==> config.mk <==
export PLATFORM = sky130hd
export DESIGN_NAME = demux_12_4b_reg
export DESIGN_NICKNAME = d
export VERILOG_FILES = /design/src/rtl/demux_12_4b_pkg.sv /design/src/rtl/demux_12_4b_reg_slot.sv /design/src/rtl/demux_12_4b_reg.sv
export SDC_FILE = /design/constraint.sdc
export NUM_CORES = 1
export LEC_CHECK = 0
export BUFFER_PORTS_ARGS = -buffer_cell sky130_fd_sc_hd__buf_2
export CORE_AREA = 2 2 39 41
export DETAILED_ROUTE_END_ITERATION = 10
export DIE_AREA = 0 0 41 43
export GPL_ROUTABILITY_DRIVEN = 1
export PLACE_DENSITY = 0.78
export SETUP_SLACK_MARGIN = 0.3
export SYNTH_ARGS = -nofsm -noshare
export SYNTH_HDL_FRONTEND = slang
export SYNTH_SLANG_ARGS = --single-unit
==> constraint.sdc <==
create_clock -name clk -period 3.8 [get_ports clk]
set_clock_uncertainty 0.2 [all_clocks]
set_input_delay 0.19 -clock clk [delete_from_list [all_inputs] [get_ports clk]]
set_output_delay 0.19 -clock clk [all_outputs]
set_load 0.01 [all_outputs]
==> src/rtl/demux_12_4b_pkg.sv <==
// Shared definitions for the 1-to-2 nibble demux: FSM encoding, widths and
// the saturating increment used by the optional pair counter.
package demux_12_4b_pkg;

    localparam int DATA_W = 4;
    localparam int CNT_W  = 8;

    localparam logic [1:0] ST_EMPTY = 2'b00;
    localparam logic [1:0] ST_HAVE0 = 2'b01;
    localparam logic [1:0] ST_HAVE1 = 2'b10;
    localparam logic [1:0] ST_FULL  = 2'b11;

    // Holds at all-ones instead of wrapping.
    function automatic logic [CNT_W-1:0] sat_inc(input logic [CNT_W-1:0] v);
        return (v == {CNT_W{1'b1}}) ? v : v + 1'b1;
    endfunction

endpackage

==> src/rtl/demux_12_4b_reg_slot.sv <==
// slot_reg_4b: one nibble holding register with asynchronous active-low clear
// and a synchronous load enable.
module slot_reg_4b
    import demux_12_4b_pkg::*;
(
    input  logic              clk,
    input  logic              rst_n,
    input  logic              i_load,
    input  logic [DATA_W-1:0] i_d,
    output logic [DATA_W-1:0] o_q
);

    logic [DATA_W-1:0] r_q;

    always_ff @(posedge clk or negedge rst_n) begin
        if (!rst_n) begin
            r_q <= '0;
        end else if (i_load) begin
            r_q <= i_d;
        end
    end

    assign o_q = r_q;

endmodule

==> src/rtl/demux_12_4b_reg.sv <==
// demux_12_4b_reg: steers nibbles into slot D0/D1 and presents the pair once
// both are loaded. Optional pair counter enabled by DEMUX_12_4B_REG_PAIR_CNT_EN.
module demux_12_4b_reg
    import demux_12_4b_pkg::*;
(
    input  logic              clk,
    input  logic              rst_n,
    input  logic              in_valid,
    input  logic [DATA_W-1:0] in_data,
    input  logic              in_sel,
    output logic              in_ready,
    output logic              out_valid,
    output logic [DATA_W-1:0] out_d0,
    output logic [DATA_W-1:0] out_d1,
`ifdef DEMUX_12_4B_REG_PAIR_CNT_EN
    output logic [CNT_W-1:0]  pair_cnt,
`endif
    input  logic              out_ready
);

    logic [1:0] r_state;
    logic [1:0] w_state_next;
    logic       w_accept;
    logic       w_load0;
    logic       w_load1;
    logic       w_pair_done;

    // Handshake signals decode only the state register, never the inputs.
    assign in_ready    = (r_state != ST_FULL);
    assign out_valid   = (r_state == ST_FULL);
    assign w_accept    = in_valid && in_ready;
    assign w_load0     = w_accept && !in_sel;
    assign w_load1     = w_accept &&  in_sel;
    assign w_pair_done = out_valid && out_ready;

    always_comb begin
        w_state_next = r_state;
        case (r_state)
            ST_EMPTY: begin
                if (w_accept) begin
                    w_state_next = in_sel ? ST_HAVE1 : ST_HAVE0;
                end
            end
            ST_HAVE0: begin
                // A repeat sel 0 just overwrites D0 and stays here.
                if (w_load1) begin
                    w_state_next = ST_FULL;
                end
            end
            ST_HAVE1: begin
                if (w_load0) begin
                    w_state_next = ST_FULL;
                end
            end
            ST_FULL: begin
                if (w_pair_done) begin
                    w_state_next = ST_EMPTY;
                end
            end
            default: w_state_next = ST_EMPTY;
        endcase
    end

    always_ff @(posedge clk or negedge rst_n) begin
        if (!rst_n) begin
            r_state <= ST_EMPTY;
        end else begin
            r_state <= w_state_next;
        end
    end

    slot_reg_4b u_slot_d0 (
        .clk    (clk),
        .rst_n  (rst_n),
        .i_load (w_load0),
        .i_d    (in_data),
        .o_q    (out_d0)
    );

    slot_reg_4b u_slot_d1 (
        .clk    (clk),
        .rst_n  (rst_n),
        .i_load (w_load1),
        .i_d    (in_data),
        .o_q    (out_d1)
    );

`ifdef DEMUX_12_4B_REG_PAIR_CNT_EN
    logic [CNT_W-1:0] r_pair_cnt;

    always_ff @(posedge clk or negedge rst_n) begin
        if (!rst_n) begin
            r_pair_cnt <= '0;
        end else if (w_pair_done) begin
            r_pair_cnt <= sat_inc(r_pair_cnt);
        end
    end

    assign pair_cnt = r_pair_cnt;
`endif

endmodule

==> flow_summary_export.csv, run 1 <==
group,metric,value,unit
outcome,status,"completed",
clock_tree,cts_setup_buffers,0,
timing,setup_tns,0,ns
timing,fmax,606,MHz
setup_path,critPathCaptureType,"flop",
synthesis,netlist_instances,38,
clock_tree,cts_inserted_buffers,3,
synthesis,synth-warning-count,0,
setup_path,path_max_fanout,4,
cells_and_area,diodes,0,
setup_path,timing.rr.start,"r_state[0]",
detailed_routing,vias,375,
synthesis,synthesis.nets,52,
min_path,holdPathStages,4,
min_path,min_path_type,"input port to flop",
timing,finalHoldViolCount,0,
place,gp_congestion,0.665,
floorplanning,die_area,1760,um2
timing,worst_slack,2.15,ns
global_route,grt_overflow,0,
floorplanning,ios,19,
timing,max_slew_margin,84.5,%
floorplanning,die_w,41,um
power,leakagePower,0.372,nW
floorplanning,core_region_area,1380,um2
power,ir_worst_vdd,0.397,mV
detailed_routing,wl_per_cell,11.3,um
clock_tree,clock-sinks,10,
setup_path,crit_type,"flop to flop",
floorplanning,initial_core_util,38.4,%
clock_tree,root_buffer,"clkbuf_4",
global_route,track_usage,12.8,%
timing,slew_viol_final,0,
setup_path,critPathLaunchType,"flop",
cells_and_area,nNetsFinal,80,
synthesis,synth_area_leaders,"dfrtp_1 (47%), ha_1 (12%), mux2_4 (11%)",
timing,timing.final.crit_share,43.5,%
setup_path,r2r_slack,2.15,ns
clock_tree,cts.repair.resized,0,
synthesis,ys_types,14,
detailed_routing,wl,912,um
timing,worst_pin_slew,0.231,ns
synthesis,synth_top_area_cell,"dfrtp_1",
synthesis,synth.top_cell.area_share,47.1,%
cells_and_area,fin_cells,81,
floorplanning,floorplan.rows,14,
setup_path,crit_required,3.75,ns
clock_tree,cts_buffer_depth,2,
min_path,holdCritStartpoint,"in_sel",
setup_path,reg2regPathDepth,4,
min_path,holdPathEnd,"r_state[0]",
synthesis,synth_area,532,um2
synthesis,ys_seq_elements,10,
timing,min_period,1.65,ns
detailed_routing,dr.first_iter.drc_count,1,
detailed_routing,antenna_left,0,
timing,fin_hold_ws,0.0927,ns
detailed_routing,avgViaCountPerCell,4.63,
global_route,grt_pass1_wl,1.47,mm
power,power_density,781,nW/um2
cells_and_area,post_route_cells_drive_above_1_share,46.2,%
place,numPortBuffers,18,
timing,setup_viol,0,
global_route,antenna_found_initial,0,
cells_and_area,post-route-util,52.6,%
place,pre_cts_ws,2.15,ns
global_route,grt_pass1_vias,364,
synthesis,seq_area_frac_synth,47.1,%
clock_tree,insertion_delay,0.26,ns
cells_and_area,area_delta_synth_final,36.9,%
synthesis,syn_area_per_cell,14.0,um2
setup_path,reg2reg_to,"u_slot_d0.o_q[3]",
clock_tree,htree_num_levels,1,
place,placedCellCount,72,
global_route,grt_max_degree,11,
clock_tree,clk_pin_slew,0.07,ns
clock_tree,tritoncts,"done",
detailed_routing,drt-pass1-iter-count,2,
floorplanning,die_h,43,um
timing,rsz0062_at_grt,"false",
job,maxCapViolations,0,
setup_path,arrival,1.60,ns
place,dp_hpwl,658,um
detailed_routing,drcViolationCount,0,
[stage by stage]
step                area, um2  total power, W
floorplan                 532        0.000389
global placement          642        0.000468
detailed placement        642        0.000475
CTS                       728        0.000574
global route              728        0.000614
finish                    728        0.000569
[power breakdown]
part / leakage, nW / internal, W / switching [W]
clock network: 0.0210 / 0.0000581 / 0.0000379
registers: 0.117 / 0.000161 / 0.0000296
logic: 0.234 / 0.000147 / 0.000135
[repair_timing]
item,in CTS,in global routing
endpoints found under the setup margin,0,0
hold buffers,5,0
hold endpoints to repair,18,0
[cells by family after synthesis]
kind of cell    share of synthesized area (%)
compound gates                           3.29
fa+ha+maj                                11.8
buf+inv                                  2.12
flops                                    47.1
mux                                      27.3
simple gates                             8.47
[cell type report]
| class | instances | area [um2] |
|---|---|---|
| clock buffers | 4 | 36.3 |
| fillers | 122 | 656 |
| inverters | 3 | 11.3 |
| multi-input cells | 25 | 270 |
| flip-flops and latches | 10 | 250 |
| well taps | 16 | 20.0 |
| repair buffers | 23 | 140 |
[sequential cells by signal, indices dropped and copies added (netlist names)]
register,flops
u_slot_d0.o_q,4
u_slot_d1.o_q,4
r_state,2
[routing by layer]
| layer | routed length [um] | part of all wire, % | vias up | global-route usage, % |
|---|---|---|---|---|
| met1 | 405 | 44 | 172 | 17.2 |
| li1 | - | - | 184 | - |
| met5 | 0 | 0 | - | 0 |
| met3 | 79 | 8.7 | 2 | 4.71 |
| met4 | 11 | 1.2 | 0 | 8.00 |
| met2 | 415 | 46 | 17 | 16.9 |
[worst max-delay path by stage]
stage                             endpoint  cells after the start  slack (ns)       start
final                     u_slot_d0.o_q[3]                      4        2.15  r_state[0]
after global routing      u_slot_d0.o_q[3]                      4        2.09  r_state[0]
after CTS                 u_slot_d0.o_q[3]                      4        2.14  r_state[0]
after detailed placement  u_slot_d0.o_q[3]                      4        2.15  r_state[0]
after global placement    u_slot_d0.o_q[3]                      4        2.17  r_state[0]
after floorplan           u_slot_d0.o_q[0]                      4        2.16  r_state[0]
[cells in the final DEF, fill, tap and decap left out]
| master | netlist | final |
|---|---|---|
| dlygate4sd3_1 | 0 | 5 |
| dfrtp_1 | 10 | 10 |
| mux2_1 | 4 | 4 |
| nor3_1 | 1 | 1 |
| nand2_1 | 1 | 1 |
| buf_2 | 0 | 18 |
| mux2_4 | 4 | 4 |
| nor2b_4 | 1 | 1 |
| inv_1 | 3 | 3 |
| clkbuf_4 | 0 | 3 |
| nand2_2 | 1 | 1 |
| a22oi_2 | 1 | 1 |
| clkbuf_8 | 0 | 1 |
| mux2i_1 | 4 | 4 |
| and2b_4 | 1 | 1 |
| o21ai_0 | 1 | 1 |
| nand2b_1 | 1 | 1 |
| ha_1 | 5 | 5 |
[synthesized netlist by cell type]
cell type and count:
nand2b_1 1, and2b_4 1, mux2_1 4, o21ai_0 1, dfrtp_1 10, ha_1 5
nand2_1 1, nand2_2 1, a22oi_2 1, mux2i_1 4, nor3_1 1, inv_1 3
nor2b_4 1, mux2_4 4
[critical path: stages (launching register included)]
cell and delay [ns]:
dfrtp_1 0.40, ha_1 0.27, nor2b_4 0.16, and2b_4 0.21
mux2_4 0.31
Power figures use the tool's default switching activity.
==> run 2, diff against run 1 <==
- CORE_AREA: 2 2 39 41 -> not set
- CORE_MARGIN: not set -> 2
- CORE_UTILIZATION: not set -> 41
- DIE_AREA: 0 0 41 43 -> not set
- PLACE_DENSITY: 0.78 -> 0.83
- clock period: 3.8 -> 1.4 ns (I/O delays scaled with it)
==> flow_summary_export.csv, run 2 (same netlist as run 1, synthesis figures left out) <==
group,metric,value,unit
power,ir_worst_vdd,1.30,mV
setup_path,reg2reg_to,"u_slot_d0.o_q[0]",
place,numPortBuffers,18,
clock_tree,cts_buffer_depth,2,
clock_tree,clock-sinks,10,
cells_and_area,final_cell_mix,"buf_2 (16), dfrtp_1 (9), mux2_4 (7)",
global_route,antenna_found_initial,0,
power,p_total,0.00178,W
power,power_density,2200,nW/um2
detailed_routing,dr.first_iter.drc_count,3,
floorplanning,initial_core_util,46.0,%
floorplanning,floorplan.rows,12,
cells_and_area,final_common_cell,"buf_2",
outcome,violations,"negative hold slack, negative setup slack",
clock_tree,cts_inserted_buffers,3,
setup_path,critPathLaunchType,"flop",
setup_path,r2r_slack,-0.20,ns
detailed_routing,antenna_left,0,
detailed_routing,wl_per_cell,15.3,um
setup_path,critPathCaptureType,"flop",
timing,worst_slack,-0.197,ns
global_route,grt_max_degree,11,
cells_and_area,post-route-util,70.1,%
clock_tree,root_buffer,"clkbuf_4",
timing,rsz0062_at_grt,"true",
floorplanning,core_region_area,1160,um2
setup_path,path_max_fanout,4,
cells_and_area,post_route_cells_drive_above_1_share,65.7,%
place,pre_cts_ws,-0.173,ns
power,leakagePower,0.405,nW
global_route,track_usage,19.9,%
global_route,grt_pass1_vias,444,
timing,min_period,1.60,ns
timing,fmax,626,MHz
floorplanning,die_w,40.0,um
detailed_routing,drcViolationCount,0,
place,gp_congestion,0.645,
timing,setup_tns,-1.55,ns
place,dp_hpwl,928,um
timing,worst_pin_slew,0.247,ns
setup_path,reg2regPathDepth,4,
global_route,grt_overflow,0,
clock_tree,htree_num_levels,1,
clock_tree,clk_pin_slew,0.06,ns
detailed_routing,wl,1.28,mm
cells_and_area,nNetsFinal,86,
clock_tree,tritoncts,"done",
setup_path,timing.rr.start,"r_state[0]",
timing,timing.final.crit_share,114,%
global_route,grt_pass1_wl,1.95,mm
timing,slew_viol_final,0,
setup_path,crit_type,"flop to flop",
min_path,min_path_type,"input port to async pin",
job,maxCapViolations,0,
detailed_routing,avgViaCountPerCell,4.77,
clock_tree,insertion_delay,0.26,ns
floorplanning,ios,19,
setup_path,arrival,1.54,ns
floorplanning,die_area,1600,um2
cells_and_area,diodes,0,
timing,finalHoldViolCount,5,
floorplanning,die_h,40.0,um
outcome,status,"finished with violations",
timing,fin_hold_ws,-0.00626,ns
cells_and_area,area_delta_synth_final,52.5,%
timing,setup_viol,12,
timing,max_slew_margin,83.5,%
setup_path,crit_required,1.34,ns
detailed_routing,drt-pass1-iter-count,2,
detailed_routing,vias,401,
run 2: cell count changes in the layout (fill, tap and decap cells not counted), moves of 3 or more:
| cell | previous run | this run |
|---|---|---|
| mux2_1 | 4 | 1 |
| inv_1 | 3 | 0 |
| mux2_4 | 4 | 7 |
| ha_1 | 5 | 2 |
| inv_2 | 0 | 3 |
| buf_4 | 0 | 5 |
run 2: cell type report:
cell class	instances	area, um2
fill	88	345
multi-input combinational	25	308
sequential	10	251
timing repair buffer	29	200
clock buffer	3	22.5
tap	14	17.5
inverter	3	11.3
run 2: through the flow:
step,area (um2),instances
after global placement,698,74
after CTS,787,83
final,811,84
after detailed placement,698,74
after floorplan,561,38
after global routing,811,84
run 2: power breakdown:
group / switching (W) / total, W / leakage [nW] / internal, W
registers: 0.000111 / 0.000552 / 0.116 / 0.000441
clock network: 0.0000892 / 0.000188 / 0.0138 / 0.0000988
logic: 0.000450 / 0.00104 / 0.275 / 0.000593
run 2: how the worst max path moves through the flow:
| stage | from | to |
|---|---|---|
| floorplan | r_state[1] | u_slot_d0.o_q[0] |
| global placement | r_state[1] | u_slot_d0.o_q[0] |
| detailed placement | r_state[1] | u_slot_d0.o_q[1] |
| CTS | r_state[0] | u_slot_d0.o_q[0] |
| global route | r_state[1] | u_slot_d0.o_q[0] |
| finish | r_state[0] | u_slot_d0.o_q[0] |
run 2: repair_timing:
| item | CTS | global route |
|---|---|---|
| setup endpoints to repair | 12 | 13 |
| gates resized for setup | 1 | 8 |
| hold buffers | 6 | 0 |
| hold endpoints to repair | 19 | 0 |
| buffers inserted | 0 | 1 |
| pin swaps | 0 | 1 |
run 2: routing by layer:
layer  vias to the layer above  track usage (%)  share of wire, %
met5                         -                0                 0
li1                        194                -                 -
met2                        13             38.7                57
met1                       194             19.5                39
met4                         0             2.59                 0
met3                         0             8.33               4.7
run 2: critical path: stages (launching register included):
cell,delay (ns)
dfrtp_2,0.44
ha_4,0.18
nor2b_4,0.14
and2b_4,0.21
mux2_4,0.31
